==> src/rtl/serial_add_bcd_ctrl_if.sv <==
// Bundle between the add/BCD sequencer, the switch/key side and the shared
// 1-bit full-adder slice.
interface serial_add_bcd_ctrl_if #(
  parameter int WIDTH = 4
);
  logic             start;
  logic [WIDTH-1:0] a;
  logic [WIDTH-1:0] b;
  logic             cin;
  logic             fa_a;
  logic             fa_b;
  logic             fa_cin;
  logic             fa_sum;
  logic             fa_cout;
  logic             busy;
  logic             done;
  logic [WIDTH:0]   sum;
  logic [3:0]       bcd_tens;
  logic [3:0]       bcd_ones;
  logic             op_err;

  modport master (
    output start, a, b, cin, fa_sum, fa_cout,
    input  fa_a, fa_b, fa_cin, busy, done, sum, bcd_tens, bcd_ones, op_err
  );

  modport slave (
    input  start, a, b, cin, fa_sum, fa_cout,
    output fa_a, fa_b, fa_cin, busy, done, sum, bcd_tens, bcd_ones, op_err
  );
endinterface

==> src/rtl/serial_add_bcd_ctrl.sv <==
// Bit-serial adder sequencer around one shared full-adder slice, followed by a
// sequential double-dabble conversion of the sum into two BCD digits.
module serial_add_bcd_ctrl #(
  parameter int WIDTH = 4
) (
  input  logic                 CLOCK_50,
  input  logic                 reset,
  serial_add_bcd_ctrl_if.slave bus
);

  localparam int DDW = WIDTH + 9;
  localparam int CW  = $clog2(WIDTH + 1);
  localparam logic [CW-1:0] ADD_LAST  = CW'(WIDTH - 1);
  localparam logic [CW-1:0] CONV_LAST = CW'(WIDTH);

  typedef enum logic [1:0] {IDLE, ADD, CONV, DONE} state_t;

  state_t           state_reg;
  logic [WIDTH-1:0] a_reg;
  logic [WIDTH-1:0] b_reg;
  logic             carry_reg;
  logic [CW-1:0]    cnt_reg;
  logic [WIDTH:0]   sum_reg;
  logic [DDW-1:0]   dd_reg;
  logic [3:0]       tens_reg;
  logic [3:0]       ones_reg;
  logic             err_reg;
  logic             busy_reg;
  logic             done_reg;

  logic [DDW-1:0]   dd_adj;
  logic [DDW-1:0]   dd_next;
  logic [WIDTH:0]   sum_next;

  // Double-dabble correction on the tens and ones nibbles of {tens, ones, bin}.
  generate
    for (genvar gi = 0; gi < 2; gi++) begin : g_dabble
      assign dd_adj[WIDTH+1+4*gi +: 4] = (dd_reg[WIDTH+1+4*gi +: 4] >= 4'd5)
                                       ? dd_reg[WIDTH+1+4*gi +: 4] + 4'd3
                                       : dd_reg[WIDTH+1+4*gi +: 4];
    end
  endgenerate
  assign dd_adj[WIDTH:0] = dd_reg[WIDTH:0];
  assign dd_next         = dd_adj << 1;

  // The final carry lands in the top bit only on the last ADD edge.
  assign sum_next = {(cnt_reg == ADD_LAST) ? bus.fa_cout : 1'b0,
                     bus.fa_sum, sum_reg[WIDTH-1:1]};

  // Operand and carry registers drain to zero by the end of ADD, so the slice
  // inputs are naturally 0 in IDLE, CONV and DONE.
  assign bus.fa_a     = a_reg[0];
  assign bus.fa_b     = b_reg[0];
  assign bus.fa_cin   = carry_reg;
  assign bus.busy     = busy_reg;
  assign bus.done     = done_reg;
  assign bus.sum      = sum_reg;
  assign bus.bcd_tens = tens_reg;
  assign bus.bcd_ones = ones_reg;
  assign bus.op_err   = err_reg;

  always_ff @(posedge CLOCK_50) begin
    if (reset) begin
      state_reg <= IDLE;
      a_reg     <= '0;
      b_reg     <= '0;
      carry_reg <= 1'b0;
      cnt_reg   <= '0;
      sum_reg   <= '0;
      dd_reg    <= '0;
      tens_reg  <= 4'd0;
      ones_reg  <= 4'd0;
      err_reg   <= 1'b0;
      busy_reg  <= 1'b0;
      done_reg  <= 1'b0;
    end else begin
      case (state_reg)
        IDLE: begin
          if (bus.start) begin
            a_reg     <= bus.a;
            b_reg     <= bus.b;
            carry_reg <= bus.cin;
            sum_reg   <= '0;
            cnt_reg   <= '0;
            err_reg   <= (32'(bus.a) > 32'd9) || (32'(bus.b) > 32'd9);
            busy_reg  <= 1'b1;
            state_reg <= ADD;
          end
        end
        ADD: begin
          sum_reg <= sum_next;
          a_reg   <= a_reg >> 1;
          b_reg   <= b_reg >> 1;
          if (cnt_reg == ADD_LAST) begin
            carry_reg <= 1'b0;
            cnt_reg   <= '0;
            dd_reg    <= {8'd0, sum_next};
            state_reg <= CONV;
          end else begin
            carry_reg <= bus.fa_cout;
            cnt_reg   <= cnt_reg + 1'b1;
          end
        end
        CONV: begin
          dd_reg <= dd_next;
          if (cnt_reg == CONV_LAST) begin
            tens_reg  <= dd_next[DDW-1 -: 4];
            ones_reg  <= dd_next[DDW-5 -: 4];
            cnt_reg   <= '0;
            busy_reg  <= 1'b0;
            done_reg  <= 1'b1;
            state_reg <= DONE;
          end else begin
            cnt_reg <= cnt_reg + 1'b1;
          end
        end
        DONE: begin
          done_reg  <= 1'b0;
          state_reg <= IDLE;
        end
        default: state_reg <= IDLE;
      endcase
    end
  end

endmodule

==> src/flat_wrapper.sv <==
// flat-port wrapper written by rule: the top's interface ports become plain ports
module serial_add_bcd_ctrl_flat 
#(
  parameter int WIDTH = 4
)
  (CLOCK_50, reset, bus_start, bus_a, bus_b, bus_cin, bus_fa_sum, bus_fa_cout, bus_fa_a, bus_fa_b, bus_fa_cin, bus_busy, bus_done, bus_sum, bus_bcd_tens, bus_bcd_ones, bus_op_err);
  serial_add_bcd_ctrl_if #(.WIDTH(WIDTH)) bus_i ();
  input  logic CLOCK_50;
  input  logic reset;
  input wire logic [$bits(bus_i.start)-1:0] bus_start;
  input wire logic [$bits(bus_i.a)-1:0] bus_a;
  input wire logic [$bits(bus_i.b)-1:0] bus_b;
  input wire logic [$bits(bus_i.cin)-1:0] bus_cin;
  input wire logic [$bits(bus_i.fa_sum)-1:0] bus_fa_sum;
  input wire logic [$bits(bus_i.fa_cout)-1:0] bus_fa_cout;
  output wire logic [$bits(bus_i.fa_a)-1:0] bus_fa_a;
  output wire logic [$bits(bus_i.fa_b)-1:0] bus_fa_b;
  output wire logic [$bits(bus_i.fa_cin)-1:0] bus_fa_cin;
  output wire logic [$bits(bus_i.busy)-1:0] bus_busy;
  output wire logic [$bits(bus_i.done)-1:0] bus_done;
  output wire logic [$bits(bus_i.sum)-1:0] bus_sum;
  output wire logic [$bits(bus_i.bcd_tens)-1:0] bus_bcd_tens;
  output wire logic [$bits(bus_i.bcd_ones)-1:0] bus_bcd_ones;
  output wire logic [$bits(bus_i.op_err)-1:0] bus_op_err;
  assign bus_i.start = bus_start;
  assign bus_i.a = bus_a;
  assign bus_i.b = bus_b;
  assign bus_i.cin = bus_cin;
  assign bus_i.fa_sum = bus_fa_sum;
  assign bus_i.fa_cout = bus_fa_cout;
  assign bus_fa_a = bus_i.fa_a;
  assign bus_fa_b = bus_i.fa_b;
  assign bus_fa_cin = bus_i.fa_cin;
  assign bus_busy = bus_i.busy;
  assign bus_done = bus_i.done;
  assign bus_sum = bus_i.sum;
  assign bus_bcd_tens = bus_i.bcd_tens;
  assign bus_bcd_ones = bus_i.bcd_ones;
  assign bus_op_err = bus_i.op_err;
  serial_add_bcd_ctrl #(.WIDTH(WIDTH)) u_core (.CLOCK_50(CLOCK_50), .reset(reset), .bus(bus_i));
endmodule
==> config.mk <==
export PLATFORM = sky130hd
export DESIGN_NAME = serial_add_bcd_ctrl_flat
export DESIGN_NICKNAME = d
export VERILOG_FILES = /design/src/rtl/serial_add_bcd_ctrl_if.sv /design/src/rtl/serial_add_bcd_ctrl.sv /design/src/flat_wrapper.sv
export SDC_FILE = /design/constraint.sdc
export NUM_CORES = 1
export LEC_CHECK = 0
export ABC_CLOCK_PERIOD_IN_PS = 3300
export BUFFER_PORTS_ARGS = -buffer_cell sky130_fd_sc_hd__buf_4
export CORE_MARGIN = 2
export CORE_UTILIZATION = 50
export CTS_CLUSTER_SIZE = 28
export DETAILED_ROUTE_END_ITERATION = 6
export PLACE_DENSITY = 0.72
export SETUP_SLACK_MARGIN = 0.4
export SYNTH_ARGS = -nofsm -noshare
export SYNTH_HDL_FRONTEND = slang
export SYNTH_SLANG_ARGS = --single-unit
==> constraint.sdc <==
create_clock -name CLOCK_50 -period 3.3 [get_ports CLOCK_50]
set_input_delay 0.165 -clock CLOCK_50 [delete_from_list [all_inputs] [get_ports CLOCK_50]]
set_output_delay 0.165 -clock CLOCK_50 [all_outputs]
set_load 0.005 [all_outputs]
==> impl_summary.txt, run 1 <==
----------------------------------------------------
[Timing]
  Setup repair after global routing missed its margin ... no
  Final Critical Period ... about 2100 ps
  Max-slew violation count ... 0
  Final critical-path share of the clock period ... around 64%
  Layout Skew ... approximately 7.6 ps
  Total count of hold-check failures in the final report ... 0
  Transition time of the tightest slew-check pin ... approximately 770 ps
  Fmax ... approximately 480 MHz
  Hold_ws ... approximately 120 ps
  Max-Slew Margin vs Limit ... 48.96%
  Setup-violating endpoint count in the final report ... 0
  Accumulated negative setup slack ... 0 ps

[Final layout]
  Fin area ... about 2400 µm²
  Most frequent cells in the layout ... sky130_fd_sc_hd__dfxtp_1 (43), sky130_fd_sc_hd__nor2_1 (32), sky130_fd_sc_hd__buf_4 (32), sky130_fd_sc_hd__inv_1 (14)
  Antenna Diode Count ... 0
  Area overhead of the layout relative to synthesis ... 17.16%
  Final Net Count ... 283
  Commonest non-fill, non-tap cell in the layout ... sky130_fd_sc_hd__dfxtp_1
  Flip-flop count of the largest register after layout ... 13
  Fraction of final layout cells with drive strength greater than 1 ... ~18%

[Synth]
  Mapped Cells ... 231
  Share of the synthesized area in compound gates (AO/OA/AOI/OAI) ... between 20% and 30%
  Number of synthesized flops with an enable pin ... 0
  Largest family of logic cells by synthesized area ... compound AO/OA/AOI/OAI gates
  Average size of a mapped cell ... between 8 and 9 µm²
  Share of synthesized cell area in and, or, nand and nor gates ... between 15 and 20%
  Number of distinct standard cells referenced by the synthesized netlist ... 40
  Synth Warn # ... 0
  Arithmetic-cell share of the synthesized area counting full adders, half adders and majority gates ... approximately 7.9%
  Share of synthesized area spent on multiplexers ... under 10%
  Flops & latches, synth ... 43
  Netlist Area Pre-Place ... 2071 µm²
  Most frequently used flop master after synthesis ... sky130_fd_sc_hd__dfxtp_1
  Xor and xnor fraction of the mapped netlist area ... less than 1%
  Share of flip-flops with an asynchronous set or reset ... 0%
  Sequential area share after synthesis ... about two fifths
  Syn_nets ... ~260

[Global routing]
  Vias in the first global route ... around 1400
  Overall Global Routing Usage ... 19.14%
  Leftover overflow at the end of global routing ... 0
  Global-route wire length before repair ... ~6600 µm
  Pin count of the biggest net entering global routing ... 48
  Initial antenna violation count ... 0

[Clock tree]
  Maximum buffer depth of the clock tree ... 2
  Clock tree sinks ... between 40 and 50
  TritonCTS clock tree ... yes
  CTS Hold Bufs ... 0
  Number of cells upsized or downsized after cts ... 0
  Clock-pin slew on the worst setup and hold paths ... approximately 80 ps
  Root buf cell ... sky130_fd_sc_hd__clkbuf_8
  Clk_lat worst skew ... 300 ps
  Clock H-tree levels ... 2
  Total setup buffers inserted after CTS ... 0
  Total CTS buffers ... 5

[Placed design]
  Placement Cell Area ... about 2300 µm²
  Port-buffer cells ... 32
  RD Place Congestion ... around 0.79
  HPWL after detailed placement ... 2884 µm

[Worst hold path]
  Type of the most critical hold path ... input port to flop
  Min-Delay Path Depth ... 3

[Setup path]
  Type of element launching the critical path ... flop
  Crit Path Max Fanout ... 18
  Required time at the endpoint of the critical path ... 3480 ps
  Critical Setup Path Class ... flop to flop
  Register-to-Register Path Depth ... 5
  CP Capture Type ... flop
  Critical path data arrival time ... roughly 2300 ps

[Floorplanning]
  I/O pin count ... 33
  Horiz. Die Dim ... roughly 68 µm
  Area of the core region ... around 4000 µm²
  Area of the die ... 4672 µm²
  Starting density of the core ... 51.77%
  Die height ... roughly 68 µm
  Total number of placement rows ... 23

[Outcome]
  Run status ... finished, final reports clean

[Power]
  Total power divided by cell area ... between 700 and 800 nW/µm²
  Total leakage power ... around 0.94 nW
  Worst IR drop on VDD ... 0.0004069 V

[Route]
  Number of detailed-routing iterations run before antenna repair ... 4
  Number of design rule violations left after detail routing ... 0
  Detailed-route vias per instance ... between 5 and 6
  Total wirelength of the detailed-routed design ... roughly 4200 µm
  Number of vias after detailed routing ... between 1500 and 2000
  DR WL/cell ... around 14 µm
  First DRT Iteration DRCs ... 103
  Antenna-violating nets left ... 0

[Run]
  Max-capacitance violation count ... 0

----------------------------------------------------
## report_power, final
group          total (mW)  internal [mW]  switching [mW]
sequential          0.673          0.614          0.0586
combinational       0.612          0.252           0.360
clock               0.482          0.302           0.180
## metal layers
layer | wire length, µm | track usage [%] | part of all wire (%)
met1 | 2071 | 25.78 | 50
met2 | 1863 | 28.52 | 45
met3 | 174 | 5.921 | 4.2
met4 | 56 | 7.250 | 1.3
met5 | 0 | 0 | 0
## worst paths after layout
| check | start | endpoint | slack (ps) |
|---|---|---|---|
| worst max-delay path | u_core.state_reg[0]$_SDFFE_PP0P_ | u_core.bus.fa_cin$_SDFFE_PP0P_ | 1200 |
| worst min register to register | u_core.bus.done$_SDFFE_PP0P_ | u_core.bus.done$_SDFFE_PP0P_ | 460 |
| worst max register to register | u_core.state_reg[0]$_SDFFE_PP0P_ | u_core.bus.fa_cin$_SDFFE_PP0P_ | 1200 |
| worst min-delay path | bus_b[3] | u_core.b_reg[3]$_SDFFE_PP0P_ | 120 |
## critical path: stages, from the launching register on
cell,delay (ps)
sky130_fd_sc_hd__dfxtp_1,430
sky130_fd_sc_hd__ha_1,690
sky130_fd_sc_hd__nor2_1,170
sky130_fd_sc_hd__or2_1,360
sky130_fd_sc_hd__a311oi_2,270
sky130_fd_sc_hd__nor3_1,60
## through the flow
step                      setup slack, ps  power, mW  utilization (%)  std cells
after global routing                942.9      1.883            60.65        307
after floorplan                      1618      1.194                -        231
after CTS                            1196      1.778            60.65        307
final                                1197      1.767            60.65        307
after detailed placement             1211      1.296            57.34        299
after global placement               1321      1.277            57.34        299
## cell usage after synthesis, types with 2 or more instances
master | instances | area share (%)
sky130_fd_sc_hd__nand3b_1 | 4 | 1.5
sky130_fd_sc_hd__buf_6 | 2 | 1.1
sky130_fd_sc_hd__a22oi_1 | 7 | 2.5
sky130_fd_sc_hd__a211oi_1 | 12 | 4.4
sky130_fd_sc_hd__a32oi_1 | 2 | 0.85
sky130_fd_sc_hd__nor2b_1 | 2 | 0.60
sky130_fd_sc_hd__buf_2 | 4 | 0.97
sky130_fd_sc_hd__o32ai_1 | 8 | 3.4
sky130_fd_sc_hd__o21ai_0 | 13 | 3.1
sky130_fd_sc_hd__nor3_1 | 2 | 0.48
sky130_fd_sc_hd__or2_1 | 2 | 0.60
sky130_fd_sc_hd__xnor2_1 | 2 | 0.85
sky130_fd_sc_hd__ha_1 | 13 | 7.9
sky130_fd_sc_hd__nor2_1 | 32 | 5.8
sky130_fd_sc_hd__nand2_1 | 12 | 2.2
sky130_fd_sc_hd__dfxtp_1 | 43 | 42
sky130_fd_sc_hd__clkbuf_1 | 6 | 1.1
sky130_fd_sc_hd__a21oi_1 | 13 | 3.1
sky130_fd_sc_hd__mux2_2 | 2 | 1.1
sky130_fd_sc_hd__buf_4 | 2 | 0.72
sky130_fd_sc_hd__mux2i_1 | 10 | 4.8
sky130_fd_sc_hd__nand2b_1 | 5 | 1.5
sky130_fd_sc_hd__nand3_1 | 3 | 0.72
sky130_fd_sc_hd__inv_1 | 14 | 2.5
## cells by family after synthesis
logic type,Yosys count
XOR/XNOR,2
flip-flops,43
adder cells (fa/ha/maj),13
buffers and inverters,28
multiplexers,12
AO/OA/AOI/OAI,63
AND/OR/NAND/NOR,70
## layout make-up
cell class,instances,area [µm²]
multi-input combinational,160,1077
fill,354,1574
clock buffer,6,72.57
sequential,43,860.8
clock inverter,2,60.06
timing repair buffer,32,240.2
inverter,14,52.55
tap,50,62.56
Power figures use the tool's default switching activity.
==> inputs of run 2 (changes only) <==
--- a/config.mk
+++ b/config.mk
@@ -5,13 +5,14 @@
 export SDC_FILE = /design/constraint.sdc
 export NUM_CORES = 1
 export LEC_CHECK = 0
-export ABC_CLOCK_PERIOD_IN_PS = 3300
+export ABC_AREA = 1
+export ABC_CLOCK_PERIOD_IN_PS = 1900
 export BUFFER_PORTS_ARGS = -buffer_cell sky130_fd_sc_hd__buf_4
 export CORE_MARGIN = 2
 export CORE_UTILIZATION = 50
 export CTS_CLUSTER_SIZE = 28
 export DETAILED_ROUTE_END_ITERATION = 6
-export PLACE_DENSITY = 0.72
+export PLACE_DENSITY = 0.75
 export SETUP_SLACK_MARGIN = 0.4
 export SYNTH_ARGS = -nofsm -noshare
 export SYNTH_HDL_FRONTEND = slang
==> constraint.sdc (replaced) <==
create_clock -name CLOCK_50 -period 1.9 [get_ports CLOCK_50]
set_input_delay 0.095 -clock CLOCK_50 [delete_from_list [all_inputs] [get_ports CLOCK_50]]
set_output_delay 0.095 -clock CLOCK_50 [all_outputs]
set_load 0.005 [all_outputs]
==> run 2 against run 1 <==
Net effect: hold slack got worse by 54 ps; highest routed layer unchanged; routed wire length increased by 8.2%; global-route usage increased by 2.0 points; cell area increased by 6.5%; die area increased by 0.57%; sequential power increased by 71%; worst setup slack got worse by 720 ps; count of clock-buffer cells in the layout decreased by 1.
==> impl_summary.txt, run 2 <==
----------------------------------------------------
[Timing]
  Setup repair after global routing missed its margin ... no
  Max-Slew Margin vs Limit ... 76.60% (+28 points)
  Setup-violating endpoint count in the final report ... 0 (unchanged)
  Fmax ... 703.0 MHz (+48%)
  Final critical-path share of the clock period ... 74.86% (+11 points)
  Final Critical Period ... 1422 ps (-680.4 ps)
  Accumulated negative setup slack ... 0 ps (unchanged)
  Transition time of the tightest slew-check pin ... 350.7 ps (-415.0 ps)
  Total count of hold-check failures in the final report ... 0 (unchanged)
  Max-slew violation count ... 0 (unchanged)
  Layout Skew ... 7.392 ps (-0.1785 ps)

[Clock tree]
  Maximum buffer depth of the clock tree ... 2 (unchanged)
  Clock-pin slew on the worst setup and hold paths ... 80 ps (about the same)
  Clock H-tree levels ... 2 (unchanged)
  Clock tree sinks ... 43 (unchanged)
  CTS Hold Bufs ... 0 (unchanged)
  Clk_lat worst skew ... 300 ps (about the same)
  Root buf cell ... sky130_fd_sc_hd__clkbuf_8
  TritonCTS clock tree ... yes
  Total CTS buffers ... 5 (unchanged)

[Global routing]
  Overall Global Routing Usage ... 21.15% (+2.0 points)
  Initial antenna violation count ... 0 (unchanged)
  Global-route wire length before repair ... 7431 µm (+12%)
  Met2 global-route usage ... 37.26% (+8.7 points)
  Met1 usage in global routing ... 24.90% (-0.88 points)
  Vias in the first global route ... 1768 (+24%)
  Routing layer with the top usage in global route ... met2
  Leftover overflow at the end of global routing ... 0 (unchanged)
  Pin count of the biggest net entering global routing ... 23 (-52%)
  Met3 Use GR ... 3.896% (-2.0 points)

[Synth]
  Syn_nets ... 310 (+20%)
  Number of synthesized flops with an enable pin ... 0 (unchanged)
  Mapped Cells ... 283 (+23%)
  Most frequent cells after synthesis ... sky130_fd_sc_hd__nand2_1 (81), sky130_fd_sc_hd__dfxtp_1 (43), sky130_fd_sc_hd__inv_1 (32)
  Share of flip-flops with an asynchronous set or reset ... 0% (unchanged)
  Most frequent cell after synthesis ... sky130_fd_sc_hd__nand2_1
  Flops & latches, synth ... 43 (unchanged)
  Most frequently used flop master after synthesis ... sky130_fd_sc_hd__dfxtp_1
  Sequential area share after synthesis ... 41.32% (-0.25 points)
  Share of the synthesized area in the top cell type ... 41.32% (-0.25 points)
  Synth Warn # ... 0 (unchanged)
  Netlist Area Pre-Place ... 2083 µm² (+0.60%)
  Cells taking the most area after synthesis ... sky130_fd_sc_hd__dfxtp_1 (41%), sky130_fd_sc_hd__nand2_1 (15%), sky130_fd_sc_hd__ha_1 (7.8%)
  Cell taking the most area after synthesis ... sky130_fd_sc_hd__dfxtp_1
  Average size of a mapped cell ... 7.361 µm² (-18%)
  Number of distinct standard cells referenced by the synthesized netlist ... 25 (-38%)

[Route]
  Detailed-route vias per instance ... 5.191 (-5.2%)
  Antenna-violating nets left ... 0 (unchanged)
  Number of detailed-routing iterations run before antenna repair ... 4 (unchanged)
  Number of vias after detailed routing ... 1931 (+15%)
  DR WL/cell ... 12.12 µm (-11%)
  First DRT Iteration DRCs ... 118 (+15%)
  Number of design rule violations left after detail routing ... 0 (unchanged)
  Total wirelength of the detailed-routed design ... 4507 µm (+8.2%)

[Power]
  Total leakage power ... 1.124 nW (+20%)
  Total power divided by cell area ... 1101 nW/µm² (+51%)
  Worst IR drop on VDD ... 0.0007884 V (+94%)

[Floorplanning]
  Total number of placement rows ... 23 (unchanged)
  Horiz. Die Dim ... 68.55 µm (+0.29%)
  Area of the core region ... 4000 µm² (unchanged)
  Area of the die ... 4699 µm² (+0.57%)
  Die height ... 68.55 µm (+0.29%)
  Starting density of the core ... 52.08% (+0.31 points)
  I/O pin count ... 33 (unchanged)

[Final layout]
  Commonest non-fill, non-tap cell in the layout ... sky130_fd_sc_hd__nand2_1
  Most frequent cells in the layout ... sky130_fd_sc_hd__nand2_1 (80), sky130_fd_sc_hd__dfxtp_1 (40), sky130_fd_sc_hd__buf_4 (36), sky130_fd_sc_hd__inv_1 (28), sky130_fd_sc_hd__a21oi_1 (27)
  Flip-flop count of the largest register after layout ... 13 (unchanged)
  Area overhead of the layout relative to synthesis ... 24.02%
  Fraction of final layout cells with drive strength greater than 1 ... 21.74% (+3.5 points)
  Share of the core filled with cells in the final layout ... 64.59% (+3.9 points)
  Final Net Count ... 348 (+23%)
  Antenna Diode Count ... 0 (unchanged)

[Placed design]
  RD Place Congestion ... 0.8231 (+3.9%)
  HPWL after detailed placement ... 3194 µm (+11%)
  Port-buffer cells ... 32 (unchanged)

[Setup path]
  Crit Path Max Fanout ... 3 (-15)
  Critical-path top delay cell ... sky130_fd_sc_hd__dfxtp_1
  CP Capture Type ... flop
  Critical path data arrival time ... 1600 ps (-680 ps)
  Ordered cell list for the critical path ... ha_1, ha_4, inv_1, nand2_1, nand3_1, o21ai_0, a21oi_1
  Required time at the endpoint of the critical path ... 2080 ps (-1400 ps)
  Type of element launching the critical path ... flop
  Biggest cell delay along the critical path ... 360 ps (-330 ps)
  Critical Setup Path Class ... flop to flop

[Run]
  Max-capacitance violation count ... 0 (unchanged)

[Outcome]
  Run status ... finished, final reports clean

[Worst hold path]
  Type of the most critical hold path ... input port to flop

----------------------------------------------------
## run 2: cell types whose count changed in the layout (fill, tap and decap cells not counted), moves of 5 or more
cell	previous run	this run
sky130_fd_sc_hd__nand2b_1	5	0
sky130_fd_sc_hd__o32ai_1	8	0
sky130_fd_sc_hd__a21oi_1	13	27
sky130_fd_sc_hd__nor2_4	0	5
sky130_fd_sc_hd__a31oi_1	1	9
sky130_fd_sc_hd__a22oi_1	7	1
sky130_fd_sc_hd__mux2i_1	10	2
sky130_fd_sc_hd__o21ai_0	13	24
sky130_fd_sc_hd__nand2_1	12	80
sky130_fd_sc_hd__a211oi_1	12	0
sky130_fd_sc_hd__nor2_1	32	8
sky130_fd_sc_hd__inv_1	14	28
sky130_fd_sc_hd__nand3_1	3	13
## run 2: power by group
part           internal, mW  switching (mW)  total [mW]
combinational         0.459           0.673        1.13
sequential             1.04           0.101        1.15
clock                 0.252           0.314       0.566
## run 2: worst paths after layout
kind                                  start                                to  slack, ps  cells past startpoint
max          u_core.cnt_reg[1]$_SDFFE_PP0P_  u_core.state_reg[1]$_SDFFE_PP0P_        480                      7
min                              bus_fa_sum    u_core.bus.sum[3]$_SDFFE_PP0P_         60                      3
min reg2reg   u_core.dd_reg[0]$_SDFFE_PP0P_     u_core.dd_reg[0]$_SDFFE_PP0P_        470                      2
max reg2reg  u_core.cnt_reg[1]$_SDFFE_PP0P_  u_core.state_reg[1]$_SDFFE_PP0P_        480                      7
## run 2: cell type report
type,instances,area [µm²]
Timing Repair Buffer,39,316.6
Multi-Input combinational cell,198,1124
Sequential cell,43,864.6
Fill cell,346,1416
Inverter,34,132.6
Clock inverter,3,15.01
Tap cell,50,62.56
Clock buffer,5,68.82
## run 2: through the flow
step / cells / setup slack, ps / hold slack [ps] / area (µm²) / total power [mW]
detailed placement: 360 / 170.7 / 377.1 / 2360 / 2.069
finish: 372 / 477.6 / 64.44 / 2584 / 2.844
CTS: 372 / 408.5 / 57.85 / 2516 / 2.745
global placement: 360 / 231.0 / 377.3 / 2360 / 2.049
floorplan: 283 / 502.8 / 242.3 / 2083 / 1.806
global route: 372 / 406.9 / 62.99 / 2584 / 3.016
## run 2: layer usage
metal,share of wire (%),routed length [µm]
met5,0,0
met1,46,2053
met4,2.0,91
met3,2.9,130
met2,50,2233
## run 2: critical path, delay by kind of cell (launching register included)
family / cells / cell delay (ps)
flip-flops: 1 / 360
AO/OA/AOI/OAI: 2 / 300
buffers and inverters: 1 / 40
AND/OR/NAND/NOR: 2 / 210
adder cells (fa/ha/maj): 2 / 390
## run 2: timing repair
| action | in CTS | in global routing |
|---|---|---|
| gates cloned | 0 | 0 |
| endpoints found under the setup margin | 35 | 35 |
| pin swaps | 3 | 3 |
| resized for setup | 11 | 16 |
| buffers inserted | 4 | 0 |
| hold endpoints to repair | 0 | 0 |
## run 2: cell families after synthesis
| group | count (synthesis) | share of synthesized area [%] |
|---|---|---|
| simple gates | 113 | 22.52 |
| compound gates | 70 | 18.80 |
| flops | 43 | 41.32 |
| buf+inv | 42 | 8.589 |
| fa+ha+maj | 13 | 7.808 |
| mux | 2 | 0.9610 |
==> inputs of run 3 (changes only) <==
--- a/config.mk
+++ b/config.mk
@@ -6,13 +6,13 @@
 export NUM_CORES = 1
 export LEC_CHECK = 0
 export ABC_AREA = 1
-export ABC_CLOCK_PERIOD_IN_PS = 1900
+export ABC_CLOCK_PERIOD_IN_PS = 1500
 export BUFFER_PORTS_ARGS = -buffer_cell sky130_fd_sc_hd__buf_4
 export CORE_MARGIN = 2
 export CORE_UTILIZATION = 50
 export CTS_CLUSTER_SIZE = 28
 export DETAILED_ROUTE_END_ITERATION = 6
-export PLACE_DENSITY = 0.75
+export PLACE_DENSITY = 0.72
 export SETUP_SLACK_MARGIN = 0.4
 export SYNTH_ARGS = -nofsm -noshare
 export SYNTH_HDL_FRONTEND = slang
==> constraint.sdc (replaced) <==
create_clock -name CLOCK_50 -period 1.5 [get_ports CLOCK_50]
set_input_delay 0.075 -clock CLOCK_50 [delete_from_list [all_inputs] [get_ports CLOCK_50]]
set_output_delay 0.075 -clock CLOCK_50 [all_outputs]
set_load 0.005 [all_outputs]
==> run 3 against run 2 <==
Net effect: routed wire length rose by 27%; power increased by 65%; sequential cell count is the same; via count up 8.6%; highest routed layer unchanged.
==> impl_summary.txt, run 3 (same netlist as run 2, synthesis figures left out) <==
----------------------------------------------------
[Route]
  Routed length on met1 ... 2378 µm (+16%)
  Number of design rule violations left after detail routing ... 0 (unchanged)
  Total wirelength of the detailed-routed design ... 5720 µm (+27%)
  Uppermost layer routed ... met4
  Met3 wire length ... 202 µm (+55%)
  Number of vias after detailed routing ... 2097 (+8.6%)
  Antenna-violating nets left ... 0 (unchanged)
  First DRT Iteration DRCs ... 141 (+19%)
  DR WL/cell ... 14.67 µm (+21%)
  Met2 wire len ... 3015 µm (+35%)
  Number of detailed-routing iterations run before antenna repair ... 4 (unchanged)
  Detailed-route vias per instance ... 5.377 (+3.6%)

[Placed design]
  HPWL after detailed placement ... 3216 µm (+0.69%)
  Port-buffer cells ... 32 (unchanged)
  Pre-CTS setup slack ... 92.75 ps (-77.96 ps)
  RD Place Congestion ... 0.8276 (+0.55%)
  Cell count after placement ... 362 (+0.56%)
  Placement Cell Area ... 2475 µm² (+4.9%)

[Clock tree]
  Clock-pin slew on the worst setup and hold paths ... 80 ps (about the same)
  Total CTS buffers ... 5 (unchanged)
  Maximum buffer depth of the clock tree ... 2 (unchanged)
  Clock tree sinks ... 43 (unchanged)
  Clock H-tree levels ... 2 (unchanged)
  Root buf cell ... sky130_fd_sc_hd__clkbuf_8
  Clk_lat worst skew ... 300 ps (about the same)
  TritonCTS clock tree ... yes
  CTS Hold Bufs ... 0 (unchanged)

[Final layout]
  Area overhead of the layout relative to synthesis ... 49.67%
  Most frequent cells in the layout ... sky130_fd_sc_hd__nand2_1 (68), sky130_fd_sc_hd__buf_4 (45), sky130_fd_sc_hd__dfxtp_1 (35), sky130_fd_sc_hd__a21oi_1 (23), sky130_fd_sc_hd__inv_1 (22)
  Fin area ... 3118 µm² (+21%)
  Count of fill cells added during filler insertion ... 284 (-18%)
  Flip-flop count of the largest register after layout ... 13 (unchanged)
  Commonest non-fill, non-tap cell in the layout ... sky130_fd_sc_hd__nand2_1
  Final Net Count ... 366 (+5.2%)
  Antenna Diode Count ... 0 (unchanged)
  Share of the core filled with cells in the final layout ... 77.95% (+13 points)
  Fraction of final layout cells with drive strength greater than 1 ... 41.47% (+20 points)
  Final instance count without filler cells ... 390 (+4.8%)

[Timing]
  Max-Slew Margin vs Limit ... 82.26% (+5.7 points)
  Final setup slack of the worst path ... 86.34 ps (-391.3 ps)
  Final Critical Period ... 1414 ps (-8.748 ps)
  Setup repair after global routing missed its margin ... yes
  Fmax ... 707.4 MHz (+0.62%)
  Max-slew violation count ... 0 (unchanged)
  Final critical-path share of the clock period ... 94.24% (+19 points)
  Transition time of the tightest slew-check pin ... 258.7 ps (-91.94 ps)
  Accumulated negative setup slack ... 0 ps (unchanged)
  Layout Skew ... 3.452 ps (-3.939 ps)
  Setup-violating endpoint count in the final report ... 0 (unchanged)
  Hold_ws ... 42.66 ps (-21.78 ps)
  Total count of hold-check failures in the final report ... 0 (unchanged)

[Setup path]
  Register-to-Register Path Depth ... 7 (unchanged)
  Worst setup slack for register-to-register paths ... 90 ps (-390 ps)
  Critical-path top delay cell ... sky130_fd_sc_hd__dfxtp_2
  Required time at the endpoint of the critical path ... 1720 ps (-360 ps)
  Critical path data arrival time ... 1630 ps (+30 ps)
  Critical Setup Path Class ... flop to flop
  Biggest cell delay along the critical path ... 350 ps (about the same)
  Crit Path Max Fanout ... 10 (+7)
  CP Capture Type ... flop
  Ordered cell list for the critical path ... ha_4, ha_4, nor2_4, nor2_4, inv_4, a21oi_1, a21oi_1
  Type of element launching the critical path ... flop
  R2r startpoint ... u_core.cnt_reg[1]$_SDFFE_PP0P_
  R2R Path End ... u_core.dd_reg[4]$_SDFFE_PP0P_

[Global routing]
  Vias in the first global route ... 1813 (+2.5%)
  Pin count of the biggest net entering global routing ... 23 (unchanged)
  Initial antenna violation count ... 0 (unchanged)
  Overall Global Routing Usage ... 23.18% (+2.0 points)
  Global-route wire length before repair ... 8197 µm (+10%)
  Leftover overflow at the end of global routing ... 0 (unchanged)

[Power]
  Total Power ... 4.701 mW (+65%)
  Total power divided by cell area ... 1508 nW/µm² (+37%)
  Worst IR drop on VDD ... 0.001312 V (+66%)
  Total leakage power ... 1.302 nW (+16%)

[Run]
  Max-capacitance violation count ... 0 (unchanged)

[Floorplanning]
  Horiz. Die Dim ... 68.55 µm (unchanged)
  Area of the die ... 4699 µm² (unchanged)
  Total number of placement rows ... 23 (unchanged)
  Area of the core region ... 4000 µm² (unchanged)
  Die height ... 68.55 µm (unchanged)
  Starting density of the core ... 52.08% (unchanged)
  I/O pin count ... 33 (unchanged)

[Outcome]
  Run status ... finished, final reports clean

[Worst hold path]
  Type of the most critical hold path ... input port to flop
  Hold endpoint ... u_core.b_reg[0]$_SDFFE_PP0P_
  Min-Delay Path Depth ... 3 (unchanged)
  Source of the worst hold timing path ... bus_b[0]

----------------------------------------------------
run 3: repair_timing:
item | CTS | global route
setup endpoints to repair | 43 | 43
setup buffers | 11 | 6
hold endpoints to repair | 0 | 0
cloned | 1 | 2
resized for setup | 38 | 57
pin swaps | 10 | 19
run 3: power breakdown:
part | internal (mW) | switching, mW | leakage (nW) | total, mW
Combinational | 1.05 | 1.29 | 0.889 | 2.34
Clock | 0.472 | 0.405 | 0.0594 | 0.877
Sequential | 1.33 | 0.150 | 0.354 | 1.48
Total | 2.86 | 1.84 | 1.30 | 4.70
run 3: routing by layer:
layer	GRT usage (%)	vias up
met5	0	-
met4	7.250	0
met1	27.94	990
met2	40.38	52
li1	-	1039
met3	5.682	16
run 3: final cells by class:
class                      instances  area [µm²]  share of cell area (%)
clock inverter                     1       5.005                  0.1605
sequential                        43       875.8                   28.09
multi-input combinational        199        1385                   44.42
timing repair buffer              56       524.3                   16.81
inverter                          34       157.7                   5.056
clock buffer                       7       107.6                   3.451
tap                               50       62.56                   2.006
run 3: worst max path at each step:
stage	end	start	slack, ps	depth (start not counted)
2_1_floorplan	u_core.b_reg[2]$_SDFFE_PP0P_	u_core.state_reg[1]$_SDFFE_PP0P_	220	8
3_3_place_gp	u_core.bus.bcd_tens[3]$_SDFFE_PP0P_	u_core.state_reg[0]$_SDFFE_PP0P_	100	7
3_5_place_dp	u_core.bus.bcd_tens[2]$_SDFFE_PP0P_	u_core.state_reg[0]$_SDFFE_PP0P_	90	7
4_1_cts	u_core.dd_reg[10]$_SDFFE_PP0P_	u_core.state_reg[1]$_SDFFE_PP0P_	170	8
5_1_grt	u_core.dd_reg[10]$_SDFFE_PP0P_	u_core.cnt_reg[1]$_SDFFE_PP0P_	40	7
6_report	u_core.dd_reg[4]$_SDFFE_PP0P_	u_core.cnt_reg[1]$_SDFFE_PP0P_	90	7
run 3: critical path: cells and delay by family (launching register included):
kind / cells / cell delay (ps)
DFF: 1 / 350
adders and majority gates: 2 / 340
AOI/OAI and AO/OA: 2 / 220
buffers and inverters: 1 / 110
and+or+nand+nor: 2 / 310
